**config.mk**
```make
export PLATFORM = sky130hd
export DESIGN_NAME = johnson_digit_display_flat
export DESIGN_NICKNAME = d
export VERILOG_FILES = /design/src/rtl/johnson_digit_display_if.sv /design/src/rtl/johnson_digit_display.sv /design/src/flat_wrapper.sv
export SDC_FILE = /design/constraint.sdc
export NUM_CORES = 1
export LEC_CHECK = 0
export BUFFER_PORTS_ARGS = -buffer_cell sky130_fd_sc_hd__buf_2
export CAP_MARGIN = 5
export CORE_AREA = 3 3 76 78
export CTS_CLUSTER_DIAMETER = 120
export DETAILED_ROUTE_END_ITERATION = 10
export DIE_AREA = 0 0 79 81
export PLACE_DENSITY = 0.74
export REMOVE_ABC_BUFFERS = 1
export SLEW_MARGIN = 20
export SYNTH_ARGS = -nofsm -noshare
export SYNTH_HDL_FRONTEND = slang
export SYNTH_SLANG_ARGS = --single-unit
```
**constraint.sdc**
```tcl
create_clock -name i_clk -period 3.35 [get_ports i_clk]
set_input_delay 0.5025 -clock i_clk [delete_from_list [all_inputs] [get_ports i_clk]]
set_output_delay 0.5025 -clock i_clk [all_outputs]
set_load 0.005 [all_outputs]
```
**src/rtl/johnson_digit_display_if.sv**
```systemverilog
// rtl/johnson_digit_display_if.sv - digit inputs and display outputs of johnson_digit_display
//   i_100/i_010/i_001 : Johnson-coded hundreds/tens/units digits
//   i_hold            : keep previous snapshot at next frame start
//   o_seg/o_dp        : {g,f,e,d,c,b,a} segments and decimal point, active-high
//   o_digit           : 2/1/0 = hundreds/tens/units shown, 3 = none
//   o_frame           : one-cycle pulse in the snapshot cycle
interface johnson_digit_display_if;
  logic [4:0] i_100;
  logic [4:0] i_010;
  logic [4:0] i_001;
  logic       i_hold;
  logic [6:0] o_seg;
  logic       o_dp;
  logic [1:0] o_digit;
  logic       o_frame;

  modport slave (
    input  i_100, i_010, i_001, i_hold,
    output o_seg, o_dp, o_digit, o_frame
  );

  modport master (
    output i_100, i_010, i_001, i_hold,
    input  o_seg, o_dp, o_digit, o_frame
  );
endinterface

```
**src/rtl/johnson_digit_display.sv**
```systemverilog
// rtl/johnson_digit_display.sv - frame sequencer showing a 3-digit Johnson-coded value on one 7-seg digit
//   i_clk : display clock
//   i_rst : synchronous active-high reset
//   bus   : slave side of johnson_digit_display_if (digit inputs, i_hold, display outputs)
module johnson_digit_display #(
  parameter int pHOLD     = 4,
  parameter int pGAP      = 1,
  parameter int pEND      = 4,
  parameter int pBLANK_LZ = 1
) (
  input  logic                     i_clk,
  input  logic                     i_rst,
  johnson_digit_display_if.slave   bus
);

  localparam int MAXV = (pHOLD > pGAP) ? ((pHOLD > pEND) ? pHOLD : pEND)
                                       : ((pGAP > pEND) ? pGAP : pEND);
  localparam int CW   = $clog2(MAXV + 1);

  // Counter holds remaining cycles minus one, so a state of length N loads N-1.
  localparam logic [CW-1:0] HOLD_RL = CW'(pHOLD - 1);
  localparam logic [CW-1:0] GAP_RL  = (pGAP > 0) ? CW'(pGAP - 1) : '0;
  localparam logic [CW-1:0] END_RL  = CW'(pEND - 1);

  typedef enum logic [1:0] {
    S_SNAP = 2'd0,
    S_DIG  = 2'd1,
    S_GAP  = 2'd2,
    S_END  = 2'd3
  } state_t;

  state_t        state_q, state_d;
  logic [1:0]    idx_q, idx_d;
  logic [CW-1:0] cnt_q, cnt_d;
  logic [4:0]    snap_100_q, snap_100_d;
  logic [4:0]    snap_010_q, snap_010_d;
  logic [4:0]    snap_001_q, snap_001_d;

  logic [6:0]    seg_q, seg_d;
  logic          dp_q, dp_d;
  logic [1:0]    digit_q, digit_d;
  logic          frame_q, frame_d;

  // Returns {valid, value}; only the ten legal Johnson codes are valid.
  function automatic logic [4:0] jdec(input logic [4:0] code);
    logic [4:0] r;
    case (code)
      5'b00000: r = {1'b1, 4'd0};
      5'b00001: r = {1'b1, 4'd1};
      5'b00011: r = {1'b1, 4'd2};
      5'b00111: r = {1'b1, 4'd3};
      5'b01111: r = {1'b1, 4'd4};
      5'b11111: r = {1'b1, 4'd5};
      5'b11110: r = {1'b1, 4'd6};
      5'b11100: r = {1'b1, 4'd7};
      5'b11000: r = {1'b1, 4'd8};
      5'b10000: r = {1'b1, 4'd9};
      default:  r = {1'b0, 4'd0};
    endcase
    return r;
  endfunction

  function automatic logic [6:0] seg7(input logic [3:0] v);
    logic [6:0] s;
    case (v)
      4'd0:    s = 7'h3F;
      4'd1:    s = 7'h06;
      4'd2:    s = 7'h5B;
      4'd3:    s = 7'h4F;
      4'd4:    s = 7'h66;
      4'd5:    s = 7'h6D;
      4'd6:    s = 7'h7D;
      4'd7:    s = 7'h07;
      4'd8:    s = 7'h7F;
      4'd9:    s = 7'h6F;
      default: s = 7'h00;
    endcase
    return s;
  endfunction

  // Next-state, snapshot and counter.
  always_comb begin
    state_d    = state_q;
    idx_d      = idx_q;
    cnt_d      = (cnt_q != '0) ? cnt_q - CW'(1) : cnt_q;
    snap_100_d = snap_100_q;
    snap_010_d = snap_010_q;
    snap_001_d = snap_001_q;
    case (state_q)
      S_SNAP: begin
        state_d = S_DIG;
        idx_d   = 2'd2;
        cnt_d   = HOLD_RL;
        if (!bus.i_hold) begin
          snap_100_d = bus.i_100;
          snap_010_d = bus.i_010;
          snap_001_d = bus.i_001;
        end
      end
      S_DIG: begin
        if (cnt_q == '0) begin
          if (idx_q == 2'd0) begin
            state_d = S_END;
            cnt_d   = END_RL;
          end else if (pGAP > 0) begin
            state_d = S_GAP;
            cnt_d   = GAP_RL;
          end else begin
            idx_d   = idx_q - 2'd1;
            cnt_d   = HOLD_RL;
          end
        end
      end
      S_GAP: begin
        if (cnt_q == '0) begin
          state_d = S_DIG;
          idx_d   = idx_q - 2'd1;
          cnt_d   = HOLD_RL;
        end
      end
      S_END: begin
        if (cnt_q == '0) begin
          state_d = S_SNAP;
          cnt_d   = '0;
        end
      end
      default: state_d = S_SNAP;
    endcase
  end

  // Output decode works on next-state values so the registered outputs
  // line up with the state being held in the same cycle.
  logic [4:0] dec_h, dec_t, dec_sel;
  logic       blank;

  always_comb begin
    seg_d   = 7'h00;
    dp_d    = 1'b0;
    digit_d = 2'd3;
    frame_d = 1'b0;
    dec_h   = jdec(snap_100_d);
    dec_t   = jdec(snap_010_d);
    case (idx_d)
      2'd2:    dec_sel = dec_h;
      2'd1:    dec_sel = dec_t;
      default: dec_sel = jdec(snap_001_d);
    endcase
    // An invalid hundreds code is not "0", so it never blanks the tens.
    blank = (pBLANK_LZ != 0) &&
            (((idx_d == 2'd2) && (dec_h == 5'b10000)) ||
             ((idx_d == 2'd1) && (dec_h == 5'b10000) && (dec_t == 5'b10000)));
    case (state_d)
      S_SNAP: frame_d = 1'b1;
      S_DIG: begin
        digit_d = idx_d;
        if (!dec_sel[4])
          seg_d = 7'h79;
        else if (!blank)
          seg_d = seg7(dec_sel[3:0]);
      end
      S_END:   dp_d = 1'b1;
      default: ;
    endcase
  end

  always_ff @(posedge i_clk) begin
    if (i_rst) begin
      state_q    <= S_SNAP;
      idx_q      <= 2'd2;
      cnt_q      <= '0;
      snap_100_q <= 5'b00000;
      snap_010_q <= 5'b00000;
      snap_001_q <= 5'b00000;
      seg_q      <= 7'h00;
      dp_q       <= 1'b0;
      digit_q    <= 2'd3;
      frame_q    <= 1'b0;
    end else begin
      state_q    <= state_d;
      idx_q      <= idx_d;
      cnt_q      <= cnt_d;
      snap_100_q <= snap_100_d;
      snap_010_q <= snap_010_d;
      snap_001_q <= snap_001_d;
      seg_q      <= seg_d;
      dp_q       <= dp_d;
      digit_q    <= digit_d;
      frame_q    <= frame_d;
    end
  end

  assign bus.o_seg   = seg_q;
  assign bus.o_dp    = dp_q;
  assign bus.o_digit = digit_q;
  assign bus.o_frame = frame_q;

endmodule
```
**src/flat_wrapper.sv**
```systemverilog
// flat-port wrapper written by rule: the top's interface ports become plain ports
module johnson_digit_display_flat 
#(
  parameter int pHOLD     = 4,
  parameter int pGAP      = 1,
  parameter int pEND      = 4,
  parameter int pBLANK_LZ = 1
)
  (i_clk, i_rst, bus_i_100, bus_i_010, bus_i_001, bus_i_hold, bus_o_seg, bus_o_dp, bus_o_digit, bus_o_frame);
  johnson_digit_display_if bus_i ();
  input  logic i_clk;
  input  logic i_rst;
  input wire logic [$bits(bus_i.i_100)-1:0] bus_i_100;
  input wire logic [$bits(bus_i.i_010)-1:0] bus_i_010;
  input wire logic [$bits(bus_i.i_001)-1:0] bus_i_001;
  input wire logic [$bits(bus_i.i_hold)-1:0] bus_i_hold;
  output wire logic [$bits(bus_i.o_seg)-1:0] bus_o_seg;
  output wire logic [$bits(bus_i.o_dp)-1:0] bus_o_dp;
  output wire logic [$bits(bus_i.o_digit)-1:0] bus_o_digit;
  output wire logic [$bits(bus_i.o_frame)-1:0] bus_o_frame;
  assign bus_i.i_100 = bus_i_100;
  assign bus_i.i_010 = bus_i_010;
  assign bus_i.i_001 = bus_i_001;
  assign bus_i.i_hold = bus_i_hold;
  assign bus_o_seg = bus_i.o_seg;
  assign bus_o_dp = bus_i.o_dp;
  assign bus_o_digit = bus_i.o_digit;
  assign bus_o_frame = bus_i.o_frame;
  johnson_digit_display #(.pHOLD(pHOLD), .pGAP(pGAP), .pEND(pEND), .pBLANK_LZ(pBLANK_LZ)) u_core (.i_clk(i_clk), .i_rst(i_rst), .bus(bus_i));
endmodule
```
; Word level (Yosys, flattened, before mapping)
; Memories as Yosys holds them, arrays and structs flattened.
; Index checks and enable logic that the tools add are counted.
[totals]
n_memories = 4
reg_bits = 33
out_inout_bits = 11
mem_bits_ro = 592
[classes]
eq_ne = 9
reduce_logical = 11
add_sub_neg = 2
n_bitwise = 2
n_mux = 24
[mem_list]
columns = memory, words, width, read_ports, rd_ports_with_merged_regs, wr, line
row1 = (no name shown), 32, 5, 1, 0, 0, johnson_digit_display.sv:47  ; case (code)
row2 = (no name shown), 32, 5, 1, 0, 0, johnson_digit_display.sv:47
row3 = (no name shown), 32, 5, 1, 0, 0, johnson_digit_display.sv:47
row4 = (no name shown), 16, 7, 1, 0, 0, johnson_digit_display.sv:65  ; case (v)
[ops]
columns = op, count
row1 = $mux W5, 6
row2 = $mux W7, 2
row3 = $mux W3, 4
row4 = $pmux W3 S4, 1
row5 = $eq A5 B5 Y1 const B, 2
row6 = $mux W2, 5
row7 = $pmux W5 S2, 1
row8 = $eq A2 B2 Y1 const B, 4
row9 = $pmux W2 S4, 1
row10 = $eq A2 B1 Y1 const B, 3
row11 = $logic_not A2 Y1, 3
row12 = $pmux W2 S2, 1
row13 = $reduce_or A4 Y1, 1
row14 = $logic_and A1 B1 Y1, 3
row15 = $logic_not A3 Y1, 1
row16 = $mux W1, 3
row17 = $reduce_bool A3 Y1, 1
row18 = $sub A3 B1 Y3 const B, 1
row19 = $not A1 Y1, 2
row20 = $reduce_or A2 Y1, 1
row21 = $sub A2 B1 Y2 const B, 1
row22 = $logic_or A1 B1 Y1, 1

; Depth between registers and ports, before layout
; Gate-level depths: netlist of run 1.
[logic_depth]
depth_word = 9
mapped_depth = 18
ltp_nobuf = 17

; Worst setup path after synthesis of run 1
; No wires, ideal clock.
[synth_path]
kind = in2reg
startpoint = in bus_i_hold
endpoint = reg u_core.seg_q[3], in the netlist u_core.bus.o_seg[3]
stages = 17
setup_time_ps = 75
t_arrival_ps = 3497
setup_slack_ps = -222
path_cell_list = or3_1 -> buf_6 -> buf_6 -> buf_6 -> buf_6 -> mux2i_1 -> inv_1 -> ha_1 -> inv_1 -> a211oi_1 -> mux2_2 -> a211o_1 -> and2_1 -> ha_1 -> mux2i_1 -> nor2_1 -> o21ai_0
[synth_between]
word_cells_on_any_way = 19
classes_between = eq/ne: 2 / mux: 9 / reduce/logical: 4 / memory: 4
[synth_rtl]
columns = item, line
row1 = "start, declared", flat_wrapper.sv:16  ; input wire logic [$bits(bus_i.i_hold)-1:0] bus_i_hold;
row2 = $mux W5 *, johnson_digit_display.sv:94  ; if (!bus.i_hold) begin
row3 = $mux W5 *, johnson_digit_display.sv:89  ; case (state_q)
row4 = net u_core.snap_010_d[1], johnson_digit_display.sv:36  ; logic [4:0] snap_010_q, snap_010_d;
row5 = $mem_v2 Z32 W5 *, -
row6 = "parallel branches: the longest is 4 deep, another holds $mem_v2 Z16 W7", -
row7 = $mux W7 *, johnson_digit_display.sv:156  ; if (!dec_sel[4])
row8 = "end signal, assigned", johnson_digit_display.sv:185  ; seg_q <= seg_d;
row9 = "end, declared", johnson_digit_display.sv:39  ; logic [6:0] seg_q, seg_d;
; Mark *: on every way through the listed nets, which the timed path passes.
; A chain may end at the register's enable or synchronous reset.

; Worst setup path after layout of run 1
[layout_path]
startpoint = in bus_i_hold
endpoint = reg u_core.seg_q[6], in the netlist u_core.bus.o_seg[6]
[layout_between]
elab_chain_cells = 9
word_cells_on_any_way = 19
classes_between = eq/ne: 2 / mux: 9 / reduce/logical: 4 / memory: 4
[layout_lines]
columns = item, line
row1 = $mux W5 *, johnson_digit_display.sv:94
row2 = $mux W5 *, johnson_digit_display.sv:89
row3 = net u_core.snap_100_d[0], johnson_digit_display.sv:35  ; logic [4:0] snap_100_q, snap_100_d;
row4 = $mem_v2 Z32 W5 *, -
row5 = "parallel branches: the longest is 5 deep, another holds $mem_v2 Z16 W7", -
row6 = $mux W7 *, johnson_digit_display.sv:156
; Marked as above.

==> reports/results.ini, run 1 <==
[place]
io_buffer_count=28
gp_congestion=0.945
dp_hpwl_mm=5.12

[route]
vias=2641
via_per_inst=5.68
final_antenna_net_count=0
drt_first_pass_iters=4
wl_per_cell_um=14.6
drt_iter0_markers=126
drc=0
wl_mm=6.78

[timing]
fin_skew_ps=8.47
fin_tns_setup_ps=0
setup_viol=0
min_period_ps=3160
final_hold_viol_count=0
rsz0062_at_grt=yes
tightestPinTransition_ps=757
fmax_ghz=0.316
post-route-period-util_pct=94.4
worst_hold_slack_ps=491
finalMaxSlewViolations=0
maxSlewHeadroom_pct=49.4

[yosys]
netlist_area_um2=2730
synth_edf_count=0
synth.top_cell.area_share_pct=24.2
ys_ff_latch=33
yosysTopAreaCell=dfxtp_1
syn_avg_cell_area_um2=8.26
synthFlopType=dfxtp_1
synth_seq_area_share_pct=24.2
yosys_warnings=0
netlist_top_cells_area=dfxtp_1 24%, ha_1 11%, mux2i_1 8.4%, nor2_1 5.6%, inv_1 3.2%
syn_inst=331
async_reset_ff_share_pct=0
synth_cell_types=58

[clocking]
clock-sinks=33
clockBufferDepth=2
cts-root-buf=clkbuf_8
cts_made_buffers=5
clk_pin_slew_ps=70
ctsHtreeMaxLevel=2
worstSkewPairLatency_ps=290
holdBufCountCts=0
cts_tree=built
cts_setup_buffers=0

[cells_and_area]
layout-drive-gt1-share_pct=27.1
nNetsFinal=436
antennaDiodeCount=0
syn2layout_area_growth_pct=23.0

[power]
pwr-share-clk_pct=24.3
power_frac_seq_pct=29.9
power_leakage_nw=1.54
ir_worst_vdd_mv=0.259
power_frac_comb_pct=45.8
p_sw_share_pct=34.9
p_switching_uw=574
p_per_area_nw_per_um2=488
p_int_mw=1.07
power.total_mw=1.64

[setup_path]
cp.required_ps=3560
crit_fanout=9
cp-start-kind=primary input
end_kind=flop
rr_worst_depth=12
critPathKind=in2reg
cp_data_arrival_time_ps=3370

[floorplanning]
initial_core_util_pct=53.2
core-area_um2=5140
rows=26
dieArea_um2=6400
die_h_um=81
die_x_um=79
io_pins=29

[hold_path]
whs_path_depth=3
hold_path.class=in2reg

[grt]
grt_start_max_net_pins=25
antenna_found_initial=0
grt_pass1_wl_mm=10.9
grt_pass1_vias=2415
grt_use_total_pct=21.1
grt_overflow=0

[flow_run]
cap_violations=0

[run_status]
outcome=finished clean

-- synthesized netlist by cell type, drive strengths merged (3+ instances only) --
cell type,instances
or3b,3
nand3,5
nor2,41
ha,24
buf,8
nand2,20
or2,5
and2,6
mux2,8
nor3b,8
a211oi,7
o31a,3
nor3,4
a31oi,5
mux2i,24
o21ai,17
inv,23
a21oi,16
nand3b,7
nand2b,10
o221ai,4
o311ai,4
dfxtp,33
clkbuf,5
nor2b,11
-- power by group through the flow --
stage | Clock (mW) | Sequential [mW] | Combinational, mW
floorplan | 0 | 0.505 | 0.439
global placement | 0 | 0.497 | 0.702
detailed placement | 0 | 0.497 | 0.717
CTS | 0.405 | 0.488 | 0.723
global route | 0.415 | 0.497 | 0.834
finish | 0.400 | 0.490 | 0.751
-- path summary, 6_finish.rpt --
path                     startpoint              endpoint  slack, ps
setup / recovery         bus_i_hold   u_core.bus.o_seg[6]        190
hold / removal         bus_i_001[0]  u_core.snap_001_q[0]        490
setup reg to reg  u_core.state_q[1]   u_core.bus.o_seg[6]        200
hold reg to reg     u_core.cnt_q[0]       u_core.cnt_q[0]        520
-- critical path, stage by stage --
cell     delay (ps)
buf_2           100
or3_1           390
buf_4           220
mux2i_2         290
inv_1           140
ha_1            290
a32o_2          300
a211o_1         280
and2_1          210
ha_1            200
nor3b_1         200
a31oi_1          80
o21ai_0         160
-- sequential cells by signal, summed over array words and instances (netlist names), 2 cells and up --
name / cells
u_core.snap_001_q: 5
u_core.state_q: 2
u_core.bus.o_digit: 2
u_core.cnt_q: 3
u_core.idx_q: 2
u_core.bus.o_seg: 7
u_core.snap_100_q: 5
u_core.snap_010_q: 5
-- layout make-up --
cell class | count | area (um2)
multi-input combinational | 262 | 1960
clock inverter | 1 | 30.0
sequential | 33 | 661
timing repair buffer | 69 | 448
clock buffer | 7 | 86.3
tap | 70 | 87.6
fill | 448 | 1780
inverter | 23 | 86.3
-- timing repair --
action                                 CTS  global route
setup endpoints to repair                0             7
endpoints found under the hold margin    0             0
gates resized for setup                  0            13
-- layer usage --
layer / share of wire (%) / global-route usage (%) / vias up
li1: - / - / 1315
met1: 44 / 25.7 / 1239
met2: 49 / 37.7 / 72
met3: 4.6 / 3.22 / 15
met4: 2.4 / 7.39 / 0
met5: 0 / 0 / -
-- placed cells by master, fill, tap and decap left out, types with 3 or more instances in the layout --
| cell type | Yosys | final |
|---|---|---|
| nor2_1 | 41 | 41 |
| buf_4 | 0 | 41 |
| dfxtp_1 | 33 | 33 |
| buf_2 | 3 | 28 |
| inv_1 | 23 | 23 |
| ha_1 | 24 | 23 |
| nand2_1 | 20 | 20 |
| mux2i_1 | 23 | 18 |
| a21oi_1 | 15 | 15 |
| o21ai_0 | 15 | 14 |
| nor2b_1 | 11 | 10 |
| nand2b_1 | 10 | 10 |
| nor3b_1 | 8 | 8 |
| nand3b_1 | 7 | 7 |
| a211oi_1 | 7 | 7 |
| clkbuf_8 | 0 | 6 |
| nand3_1 | 5 | 5 |
| a31oi_1 | 5 | 5 |
| mux2_2 | 5 | 5 |
| and2_1 | 5 | 5 |
| nor3_1 | 4 | 4 |
| or2_2 | 4 | 4 |
| mux2i_2 | 0 | 3 |
| mux2i_4 | 1 | 3 |
| o21ai_1 | 2 | 3 |
| mux2_4 | 3 | 3 |
| o31a_1 | 3 | 3 |
| or3b_2 | 3 | 3 |
| o311ai_1 | 3 | 3 |
-- logic make-up (layout without fill, tap and decap cells) --
logic type               Yosys count  in the layout  synth area share (%)
AND/OR/NAND/NOR                  128            128                  24.8
AO/OA/AOI/OAI                     77             77                  20.6
buffers and inverters             36            100                  6.18
flip-flops                        33             33                  24.2
multiplexers                      32             32                  13.0
adder cells (fa/ha/maj)           24             24                  11.0
XOR/XNOR                           1              1                 0.321
-- per-stage QoR --
step	instances	instance area, um2	util [%]	worst slack, ps
4_1_cts	465	3300	64.2	154
3_3_place_gp	457	3190	62.0	-43.3
5_1_grt	465	3360	65.4	-67.6
6_report	465	3360	65.4	186
3_5_place_dp	457	3190	62.0	-125
2_1_floorplan	318	2650	-	-466
Power figures use the tool's default switching activity.
==> inputs of run 2 (changes only) <==
Settings changed: ABC_AREA set to 1, CORE_AREA 3 3 76 78 to 3 3 74 76, DIE_AREA 0 0 79 81 to 0 0 77 79, PLACE_DENSITY 0.74 to 0.73, SLEW_MARGIN 20 to not set.
==> run 2 against run 1 <==
  * Routed wire length down 25%
  * Maximum frequency is 4.0% higher
  * Global-route usage shrank 3.6 points
  * Core utilization shrank 4.8 points
  * Clock skew increased by 4.7 ps
  * Synthesized cell count up 17%
  * Worst setup slack better by 120 ps
  * Final cell count increased by 4.9%
  * Sequential share of layout area rose by 3.1 points
  * Total power is 100% higher
  * Area after synthesis is 6.9% lower
  * Clock power grew 13%
  * Largest cell class unchanged
==> reports/results.ini, run 2 <==
[floorplanning]
dieArea_um2=6080  ; was 6400 um2
initial_core_util_pct=53.2  ; about the same
rows=25  ; was 26
die_h_um=79  ; was 81 um
io_pins=29  ; unchanged
die_x_um=77  ; was 79 um
core-area_um2=4790  ; was 5140 um2

[yosys]
synth_seq_area_share_pct=26.0  ; was 24.2%
synth.top_cell.area_share_pct=26.0  ; was 24.2%
yosysTopAreaCell=dfxtp_1  ; unchanged
post_synth_most_frequent_cells=102 x nand2_1, 54 x inv_1, 50 x nand3_1  ; was 41 x nor2_1, 33 x dfxtp_1, 24 x ha_1
netlist_top_cells_area=dfxtp_1 26%, nand2_1 15%, ha_1 12%, nand3_1 9.8%, inv_1 8.0%  ; was dfxtp_1 24%, ha_1 11%, mux2i_1 8.4%, nor2_1 5.6%, inv_1 3.2%
yosysMostFrequentCell=nand2_1  ; was nor2_1
synth_cell_types=32  ; was 58
async_reset_ff_share_pct=0  ; unchanged
synthFlopType=dfxtp_1  ; unchanged
ys_ff_latch=33  ; unchanged
netlist_area_um2=2540  ; was 2730 um2
syn_avg_cell_area_um2=6.58  ; was 8.26 um2
syn_inst=387  ; was 331
synth_edf_count=0  ; unchanged
yosys_warnings=0  ; unchanged

[setup_path]
crit_slowest_cell=ha_2  ; was or3_1
cp-start-kind=flop  ; was primary input
crit_fanout=8  ; was 9
critPathKind=reg2reg  ; was in2reg
path_common_cell=inv_1  ; was ha_1
cp_data_arrival_time_ps=3270  ; was 3370 ps
critPathMaxStageDelay_ps=380  ; was 390 ps
cp.required_ps=3580  ; was 3560 ps
critPathTopFamily=simple AND/OR/NAND/NOR gates  ; was compound AO/OA/AOI/OAI gates
ff2ff_setup_slack_ps=310  ; was 200 ps
path_buf_inv=6  ; was 3
cp_cell_sequence=inv_1 > ha_1 > nand2_2 > nor2_2 > inv_1 > nor2_1 > nor2_1 > inv_1 > ha_2 > inv_2 > nor2_1 > inv_1 > a21oi_1 > nor2_1 > nand2_1 > inv_1 > ha_1 > nand3b_1 > nand3_1 > nand4_1 > nand2_1  ; was buf_2 > or3_1 > buf_4 > mux2i_2 > inv_1 > ha_1 > a32o_2 > a211o_1 > and2_1 > ha_1 > nor3b_1 > a31oi_1 > o21ai_0
end_kind=flop  ; unchanged

[cells_and_area]
final_cell_mix=101 x nand2_1, 53 x inv_1, 50 x nand3_1  ; was 41 x nor2_1, 41 x buf_4, 33 x dfxtp_1
layout-drive-gt1-share_pct=20.7  ; was 27.1%
antennaDiodeCount=0  ; unchanged
largest_register_ff_count=7  ; unchanged
final_common_cell=nand2_1
nNetsFinal=462  ; was 436
syn2layout_area_growth_pct=14.1  ; was 23.0%

[timing]
fin_tns_setup_ps=0  ; unchanged
maxSlewHeadroom_pct=59.9  ; was 49.4%
finalMaxSlewViolations=0  ; unchanged
post-route-period-util_pct=90.8  ; was 94.4%
setup_viol=0  ; unchanged
fin_skew_ps=13.2  ; was 8.47 ps
final_hold_viol_count=0  ; unchanged
fmax_ghz=0.329  ; was 0.316 GHz
tightestPinTransition_ps=599  ; was 757 ps
min_period_ps=3040  ; was 3160 ps
rsz0062_at_grt=no  ; was yes

[route]
via_per_inst=4.88  ; was 5.68
drc=0  ; unchanged
wl_mm=5.08  ; was 6.78 mm
vias=2382  ; was 2641
drt_iter0_markers=48  ; was 126
wl_per_cell_um=10.4  ; was 14.6 um
drt_first_pass_iters=4  ; unchanged
final_antenna_net_count=0  ; unchanged

[clocking]
worstSkewPairLatency_ps=300  ; was 290 ps
ctsHtreeMaxLevel=2  ; unchanged
clock-sinks=33  ; unchanged
clk_pin_slew_ps=70  ; about the same
cts_tree=built  ; unchanged
cts-root-buf=clkbuf_8  ; unchanged
cts_made_buffers=5  ; unchanged
clockBufferDepth=2  ; unchanged

[place]
gp_congestion=0.901  ; was 0.945
io_buffer_count=28  ; unchanged
dp_hpwl_mm=3.90  ; was 5.12 mm

[run_status]
outcome=finished clean  ; unchanged

[grt]
grt_use_total_pct=17.5  ; was 21.1%
grt_pass1_wl_mm=8.83  ; was 10.9 mm
grt_start_max_net_pins=26  ; was 25
grt_overflow=0  ; unchanged
grt_use_met2_pct=31.6  ; was 37.7%
grt_use_met1_pct=20.8  ; was 25.7%
grt_pass1_vias=2126  ; was 2415
antenna_found_initial=0  ; unchanged
met3_usage_pct=3.97  ; was 3.22%
busiest_layer=met2  ; unchanged

[hold_path]
hold_path.class=reg2reg  ; was in2reg

[power]
p_per_area_nw_per_um2=1150  ; was 488 nW/um2
power.total_mw=3.33  ; was 1.64 mW
power_leakage_nw=1.55  ; was 1.54 nW
ir_worst_vdd_mv=0.535  ; was 0.259 mV

[flow_run]
cap_violations=0  ; unchanged

## run 2: path summary, 6_finish.rpt
check	startpoint	endpoint	cells past startpoint
worst max register to register	u_core.cnt_q[0]	u_core.bus.o_seg[3]	21
worst min-delay path	u_core.cnt_q[2]	u_core.cnt_q[2]	1
worst min register to register	u_core.cnt_q[2]	u_core.cnt_q[2]	1
worst max-delay path	u_core.cnt_q[0]	u_core.bus.o_seg[3]	21
## run 2: routing by layer
layer,vias to the layer above,wire length (um)
li1,1281,-
met1,1057,2460
met2,37,2380
met3,7,171
met4,0,63
met5,-,0
## run 2: area by class of cell
type                            instances  area, um2
Fill cell                             464       1880
Inverter                               59        221
Sequential cell                        33        661
Clock buffer                            5       68.8
Timing Repair Buffer                   33        178
Clock inverter                          3       65.1
Multi-Input combinational cell        288       1630
Tap cell                               67       83.8
## run 2: where the power goes
group          internal [mW]  total [mW]  switching [mW]
Clock                  0.296       0.453           0.158
Sequential             0.531       0.579          0.0472
Combinational          0.817        2.30            1.48
## run 2: logic make-up (layout without fill, tap and decap cells)
kind of cell	count (synthesis)	in the layout	synth area share, %
buffers and inverters	66	100	10.5
AND/OR/NAND/NOR	234	234	43.5
adder cells (fa/ha/maj)	24	24	11.8
flip-flops	33	33	26.0
AO/OA/AOI/OAI	30	30	8.26
## run 2: timing repair
action | in CTS | in global routing
gates resized for setup | 0 | 4
hold buffers | 0 | 0
setup buffers | 0 | 1
endpoints found under the hold margin | 0 | 0
setup endpoints to repair | 0 | 6
## run 2: worst reg2reg max path, delay by kind of cell, from the launching register on
kind / cells / cell delay, ps
fa+ha+maj: 3 / 860
simple gates: 11 / 1220
buf+inv: 6 / 500
flops: 1 / 310
compound gates: 1 / 120
## run 2: through the flow
step                util, %  setup WS, ps  area (um2)  hold slack (ps)  cells
floorplan                 -           536        2500              443    380
global placement       57.5           313        2750              458    479
detailed placement     57.5           184        2750              471    479
CTS                    60.3           159        2890              480    487
global route           60.7          1.92        2900              529    488
finish                 60.7           308        2900              489    488
